[src/rtl/led_pattern_ctrl.sv]
// Multi-channel LED pattern engine (off / steady / blink / breathe) feeding the
// iCE40 RGB driver PWM inputs, with debounced active-low touch-pad override.
module led_pattern_ctrl #(
    parameter int NCH         = 3,
    parameter int PWM_BITS    = 8,
    parameter int STEP_DIV    = 18750,
    parameter int BLINK_TICKS = 640,
    parameter int DEB_CYCLES  = 48000,
    localparam int CH_W       = (NCH > 1) ? $clog2(NCH) : 1
) (
    input  logic                clk,
    input  logic                rstn,
    input  logic                cfg_we,
    input  logic [CH_W-1:0]     cfg_ch,
    input  logic [1:0]          cfg_mode,
    input  logic [PWM_BITS-1:0] cfg_duty,
    input  logic [NCH-1:0]      pad_n,
    output logic [NCH-1:0]      pwm_o,
    output logic [NCH-1:0]      pressed,
    output logic                tick_o
);

    localparam int PRE_W = $clog2(STEP_DIV);
    localparam int BLK_W = (BLINK_TICKS > 1) ? $clog2(BLINK_TICKS) : 1;
    localparam int DEB_W = (DEB_CYCLES > 1) ? $clog2(DEB_CYCLES) : 1;

    localparam logic [PRE_W-1:0] PRE_LAST = PRE_W'(STEP_DIV - 1);
    localparam logic [BLK_W-1:0] BLK_LAST = BLK_W'(BLINK_TICKS - 1);
    localparam logic [DEB_W-1:0] DEB_LAST = DEB_W'(DEB_CYCLES - 1);

    typedef enum logic [1:0] {
        MODE_OFF     = 2'd0,
        MODE_ON      = 2'd1,
        MODE_BLINK   = 2'd2,
        MODE_BREATHE = 2'd3
    } mode_t;

    logic [PWM_BITS-1:0] pwm_cnt;
    logic [PRE_W-1:0]    presc;
    logic                tick;

    mode_t               mode      [NCH];
    logic [PWM_BITS-1:0] duty      [NCH];
    logic [BLK_W-1:0]    blink_cnt [NCH];
    logic [NCH-1:0]      blink_state;
    logic [PWM_BITS-1:0] ramp      [NCH];
    logic [NCH-1:0]      ramp_down;
    logic [PWM_BITS-1:0] pattern   [NCH];
    logic [PWM_BITS-1:0] level     [NCH];
    logic [NCH-1:0]      wr_sel;

    logic [NCH-1:0]      pad_s1;
    logic [NCH-1:0]      pad_s2;
    logic [DEB_W-1:0]    deb_cnt   [NCH];

    assign tick   = (presc == PRE_LAST);
    assign tick_o = tick;

    always_ff @(posedge clk) begin
        if (!rstn) begin
            pwm_cnt <= '0;
            presc   <= '0;
        end else begin
            pwm_cnt <= pwm_cnt + 1'b1;
            presc   <= tick ? '0 : presc + 1'b1;
        end
    end

    // Out-of-range channel numbers match no channel, so such writes vanish.
    always_comb begin
        wr_sel = '0;
        for (int i = 0; i < NCH; i++) begin
            wr_sel[i] = cfg_we && (cfg_ch == CH_W'(i));
        end
    end

    always_ff @(posedge clk) begin
        if (!rstn) begin
            for (int i = 0; i < NCH; i++) begin
                mode[i]        <= MODE_OFF;
                duty[i]        <= '0;
                blink_cnt[i]   <= '0;
                blink_state[i] <= 1'b1;
                ramp[i]        <= '0;
                ramp_down[i]   <= 1'b0;
            end
        end else begin
            for (int i = 0; i < NCH; i++) begin
                if (wr_sel[i]) begin
                    mode[i]        <= mode_t'(cfg_mode);
                    duty[i]        <= cfg_duty;
                    blink_cnt[i]   <= '0;
                    blink_state[i] <= 1'b1;
                    ramp[i]        <= '0;
                    ramp_down[i]   <= 1'b0;
                end else if (tick) begin
                    if (mode[i] == MODE_BLINK) begin
                        if (blink_cnt[i] == BLK_LAST) begin
                            blink_cnt[i]   <= '0;
                            blink_state[i] <= ~blink_state[i];
                        end else begin
                            blink_cnt[i] <= blink_cnt[i] + 1'b1;
                        end
                    end
                    // Turning points spend one tick flipping direction, so peak and zero are held twice.
                    if (mode[i] == MODE_BREATHE) begin
                        if (!ramp_down[i]) begin
                            if (ramp[i] == duty[i]) ramp_down[i] <= 1'b1;
                            else                    ramp[i]      <= ramp[i] + 1'b1;
                        end else begin
                            if (ramp[i] == '0) ramp_down[i] <= 1'b0;
                            else               ramp[i]      <= ramp[i] - 1'b1;
                        end
                    end
                end
            end
        end
    end

    always_comb begin
        for (int i = 0; i < NCH; i++) begin
            pattern[i] = '0;
            case (mode[i])
                MODE_ON:      pattern[i] = duty[i];
                MODE_BLINK:   pattern[i] = blink_state[i] ? duty[i] : '0;
                MODE_BREATHE: pattern[i] = ramp[i];
                default:      pattern[i] = '0;
            endcase
        end
    end

    // The pad override is applied at the comparator so a press reaches the pin one cycle after debounce.
    always_ff @(posedge clk) begin
        if (!rstn) begin
            pwm_o <= '0;
            for (int i = 0; i < NCH; i++) begin
                level[i] <= '0;
            end
        end else begin
            for (int i = 0; i < NCH; i++) begin
                level[i] <= pattern[i];
                pwm_o[i] <= ((pressed[i] ? {PWM_BITS{1'b1}} : level[i]) > pwm_cnt);
            end
        end
    end

    always_ff @(posedge clk) begin
        if (!rstn) begin
            pad_s1  <= '1;
            pad_s2  <= '1;
            pressed <= '0;
            for (int i = 0; i < NCH; i++) begin
                deb_cnt[i] <= '0;
            end
        end else begin
            pad_s1 <= pad_n;
            pad_s2 <= pad_s1;
            for (int i = 0; i < NCH; i++) begin
                if (pad_s2[i] == ~pressed[i]) begin
                    deb_cnt[i] <= '0;
                end else if (deb_cnt[i] == DEB_LAST) begin
                    deb_cnt[i] <= '0;
                    pressed[i] <= ~pressed[i];
                end else begin
                    deb_cnt[i] <= deb_cnt[i] + 1'b1;
                end
            end
        end
    end

endmodule

[config.mk]
export PLATFORM = sky130hd
export DESIGN_NAME = led_pattern_ctrl
export DESIGN_NICKNAME = d
export VERILOG_FILES = /design/src/rtl/led_pattern_ctrl.sv
export SDC_FILE = /design/constraint.sdc
export NUM_CORES = 1
export LEC_CHECK = 0
export CAP_MARGIN = 25
export CORE_UTILIZATION = 34
export CTS_BUF_LIST = sky130_fd_sc_hd__clkbuf_16
export CTS_CLUSTER_DIAMETER = 50
export CTS_CLUSTER_SIZE = 28
export DETAILED_ROUTE_END_ITERATION = 10
export GPL_ROUTABILITY_DRIVEN = 1
export PLACE_DENSITY = 0.6
export SYNTH_ARGS = -nofsm -noshare
export SYNTH_HDL_FRONTEND = slang
export SYNTH_SLANG_ARGS = --single-unit
[constraint.sdc]
create_clock -name clk -period 4.3 [get_ports clk]
set_clock_uncertainty 0.1 [all_clocks]
set_input_delay 0.43 -clock clk [delete_from_list [all_inputs] [get_ports clk]]
set_output_delay 0.43 -clock clk [all_outputs]
set_load 0.1 [all_outputs]
==> impl_results.md <==
- Outcome: finished, final reports clean
- Number of nets with antenna violations after routing: 0
- Ys flop type: edfxtp_1
- Clk_lat worst skew: 0.44 ns
- Yosys reg bits: 197
- TritonCTS clock tree: yes
- Final hold vios: 0
- H-tree levels: 4
- Placement Rows: 63
- CP required: 4.47 ns
- Initial antenna violation count: 0
- CP max stage cell: or4b_1
- Maximum fanout along the worst path: 6
- CTS Buf Count: 17
- ANT cells: 0
- Drt via density: 4.886
- Yosys top cell by area: edfxtp_1
- Nets: 1141
- Hold_buf cts: 0
- Setup TNS: 0 ns
- Internal reg-to-reg setup slack: 0.79 ns
- Setup Buffers After CTS: 0
- Yosys top cell area share: 38.04%
- Iter 0 DRT Violations: 409
- Max Clock Freq: 285.0 MHz
- Mapped Cells: 1013
- Die H: 177.1 um
- Pleak: 4.315 nW
- Avg Cell Area, Syn: 10.29 um^2
- Fin crit period: 3.509 ns
- Synthesis-to-layout area growth: 13.38%
- Core area: 0.02987 mm^2
- Fillers: 2901
- Worst setup EP type: flip-flop
- Stages on worst setup path: 12
- Most used cell, CP: o21ai_0
- Layout cell share with drive strength beyond 1: 7.706%
- Ranking of synthesized cells by area: edfxtp_1 38%, dfxtp_1 12%, ha_1 5.4%
- Synth cell types: 61
- Worst VDD drop: 0.2814 mV
- CP arrival: 3.68 ns
- First-pass GRT wire length: 33260 um
- Post-synthesis cell area: 0.01042 mm^2
- Tightest Pin Transition: 1.020 ns
- Worst Hold Depth: 1
- CP Cell Sequence: or4b_1, nor4_4, nand3_1, or2_2, inv_1, ha_1, nor2b_1, o21ai_0, a21boi_0, o21ai_0, a21oi_1, a311oi_1
- Multi-input gate area: 0.005032 mm^2
- CP delay by family, top: simple AND/OR/NAND/NOR gates
- Router iterations before antenna repair: 5
- Total track usage: 13.35%
- Worst stage delay on the critical path: 0.60 ns
- Detail Placement HPWL: 14160 um
- Sequential cell area: 0.005265 mm^2
- Commonest cells post-synth: 132 x edfxtp_1, 129 x nor2_1, 65 x dfxtp_1
- Grt total ovfl: 0
- Worst Path Buf+Inv: 1
- Sink Count: 197
- Relative slew slack: 31.82%
- Port bufs: 24
- Total number of vias: 7231
- CP Class: flip-flop to flip-flop
- Reg clk slew, reported paths: 0.07 ns
- WL final: 19710 um
- RSZ-0062 raised after global routing: no
- Largest net degree at the start of global routing: 36
- Max cap viols: 0
- Dpl cells: 1448
- Startpoint class of the critical path: flip-flop
- Final setup violation count: 0
- Fin. max-slew vios: 0
- Synthesis Warnings: 0
- CTS Buffer Depth: 2
- Average wire per standard cell: 13.32 um
- Initial Util: 34.88%
- Post-synth EDFFs: 132
- Vias in the first global route: 6854
- Chip width: 177.1 um
- Post-synthesis sequential area ratio: 50.53%
- Final Instance Count excl. Fillers: 1480
- Gpl congestion: 0.7738
- DRC viols: 0
- Die Area: 0.03135 mm^2
- Top-count cell post-synth: edfxtp_1
- Worst min path class: flip-flop to flip-flop
- Async SR Flop Fraction: 0%
- CTS resizes: 0
- Period utilization: 81.61%
- Cell Pwr Density: 355.9 mW/mm^2
- CTS root buffer: clkbuf_16
- Worst r2r path cells: 12
- I/O pin count: 25
## routing by layer
metal	GRT usage [%]	up-vias	wire [um]
li1	-	3690	-
met1	18.47	3449	10080
met2	20.57	77	8800
met3	2.642	15	597
met4	4.741	0	234
met5	0	-	0
## kinds of logic after synthesis
kind of cell | Yosys count | synth area share [%]
muxes | 13 | 1.381
xor gates and xnor gates | 112 | 9.414
adders and majority gates | 46 | 5.596
buffers and inverters | 79 | 2.942
other | 1 | 0.03599
AOI/OAI and AO/OA | 119 | 7.805
DFF | 197 | 50.53
and+or+nand+nor | 446 | 22.30
## layout by cell type, fill, tap and decap left out, types with 21 or more instances in the layout
cell / Yosys / routed
a22oi_1: 23 / 23
nand2_1: 49 / 49
nor2_1: 129 / 129
nand4_1: 40 / 40
xor2_1: 62 / 62
inv_1: 47 / 47
dfxtp_1: 65 / 65
nor2b_1: 33 / 33
and2_1: 29 / 29
xnor2_1: 50 / 50
conb_1: 1 / 48
edfxtp_1: 132 / 132
clkdlybuf4s50_1: 0 / 22
a21oi_1: 21 / 21
or2_2: 27 / 27
ha_1: 45 / 45
nand3_1: 47 / 47
## worst register-to-register path: cells and delay by family, from the launching register on
| kind | cells | cell delay [ns] |
|---|---|---|
| simple gates | 5 | 1.53 |
| compound gates | 5 | 0.93 |
| flops | 1 | 0.33 |
| fa+ha+maj | 1 | 0.28 |
| buf+inv | 1 | 0.17 |
## power by group
group,leakage [nW],switching (mW),internal (mW)
clock,0.270,0.750,0.813
sequential,1.89,0.102,2.13
combinational,2.16,0.230,0.180
## sequential cells by signal, summed over array words and instances, names as in the netlist
name,cells
blink_cnt,30
blink_state,3
deb_cnt,48
duty,24
level,24
mode,6
pad_s1,3
pad_s2,3
presc,15
pressed,3
pwm_cnt,8
pwm_o,3
ramp,24
ramp_down,3
## final timing paths
| check | from | to |
|---|---|---|
| min reg2reg | pad_s1[1] | pad_s2[1] |
| max | presc[12] | ramp[2][6] |
| min | pad_s1[1] | pad_s2[1] |
| max reg2reg | presc[12] | ramp[2][6] |
## stage by stage
stage	worst slack (ns)	instance area, um^2	utilization [%]	hold WS (ns)	total power, mW
after floorplan	0.01945	10600	-	0.2863	2.561
after global placement	0.5674	11240	37.62	0.2973	2.673
after detailed placement	0.4700	11240	37.62	0.2947	2.682
after CTS	0.7575	11810	39.54	0.3185	4.251
after global routing	0.4940	11810	39.54	0.3516	4.390
final	0.7908	11810	39.54	0.3270	4.204
## cell type report
class                           count  area share [%]
Sequential cell                   197           44.57
Multi-Input combinational cell    784           42.60
Tap cell                          390           4.130
Clock buffer                       17           3.601
Timing Repair Buffer               30           2.351
Inverter                           47           1.493
Clock inverter                     15           1.260
(Power assumes the default switching activity.)
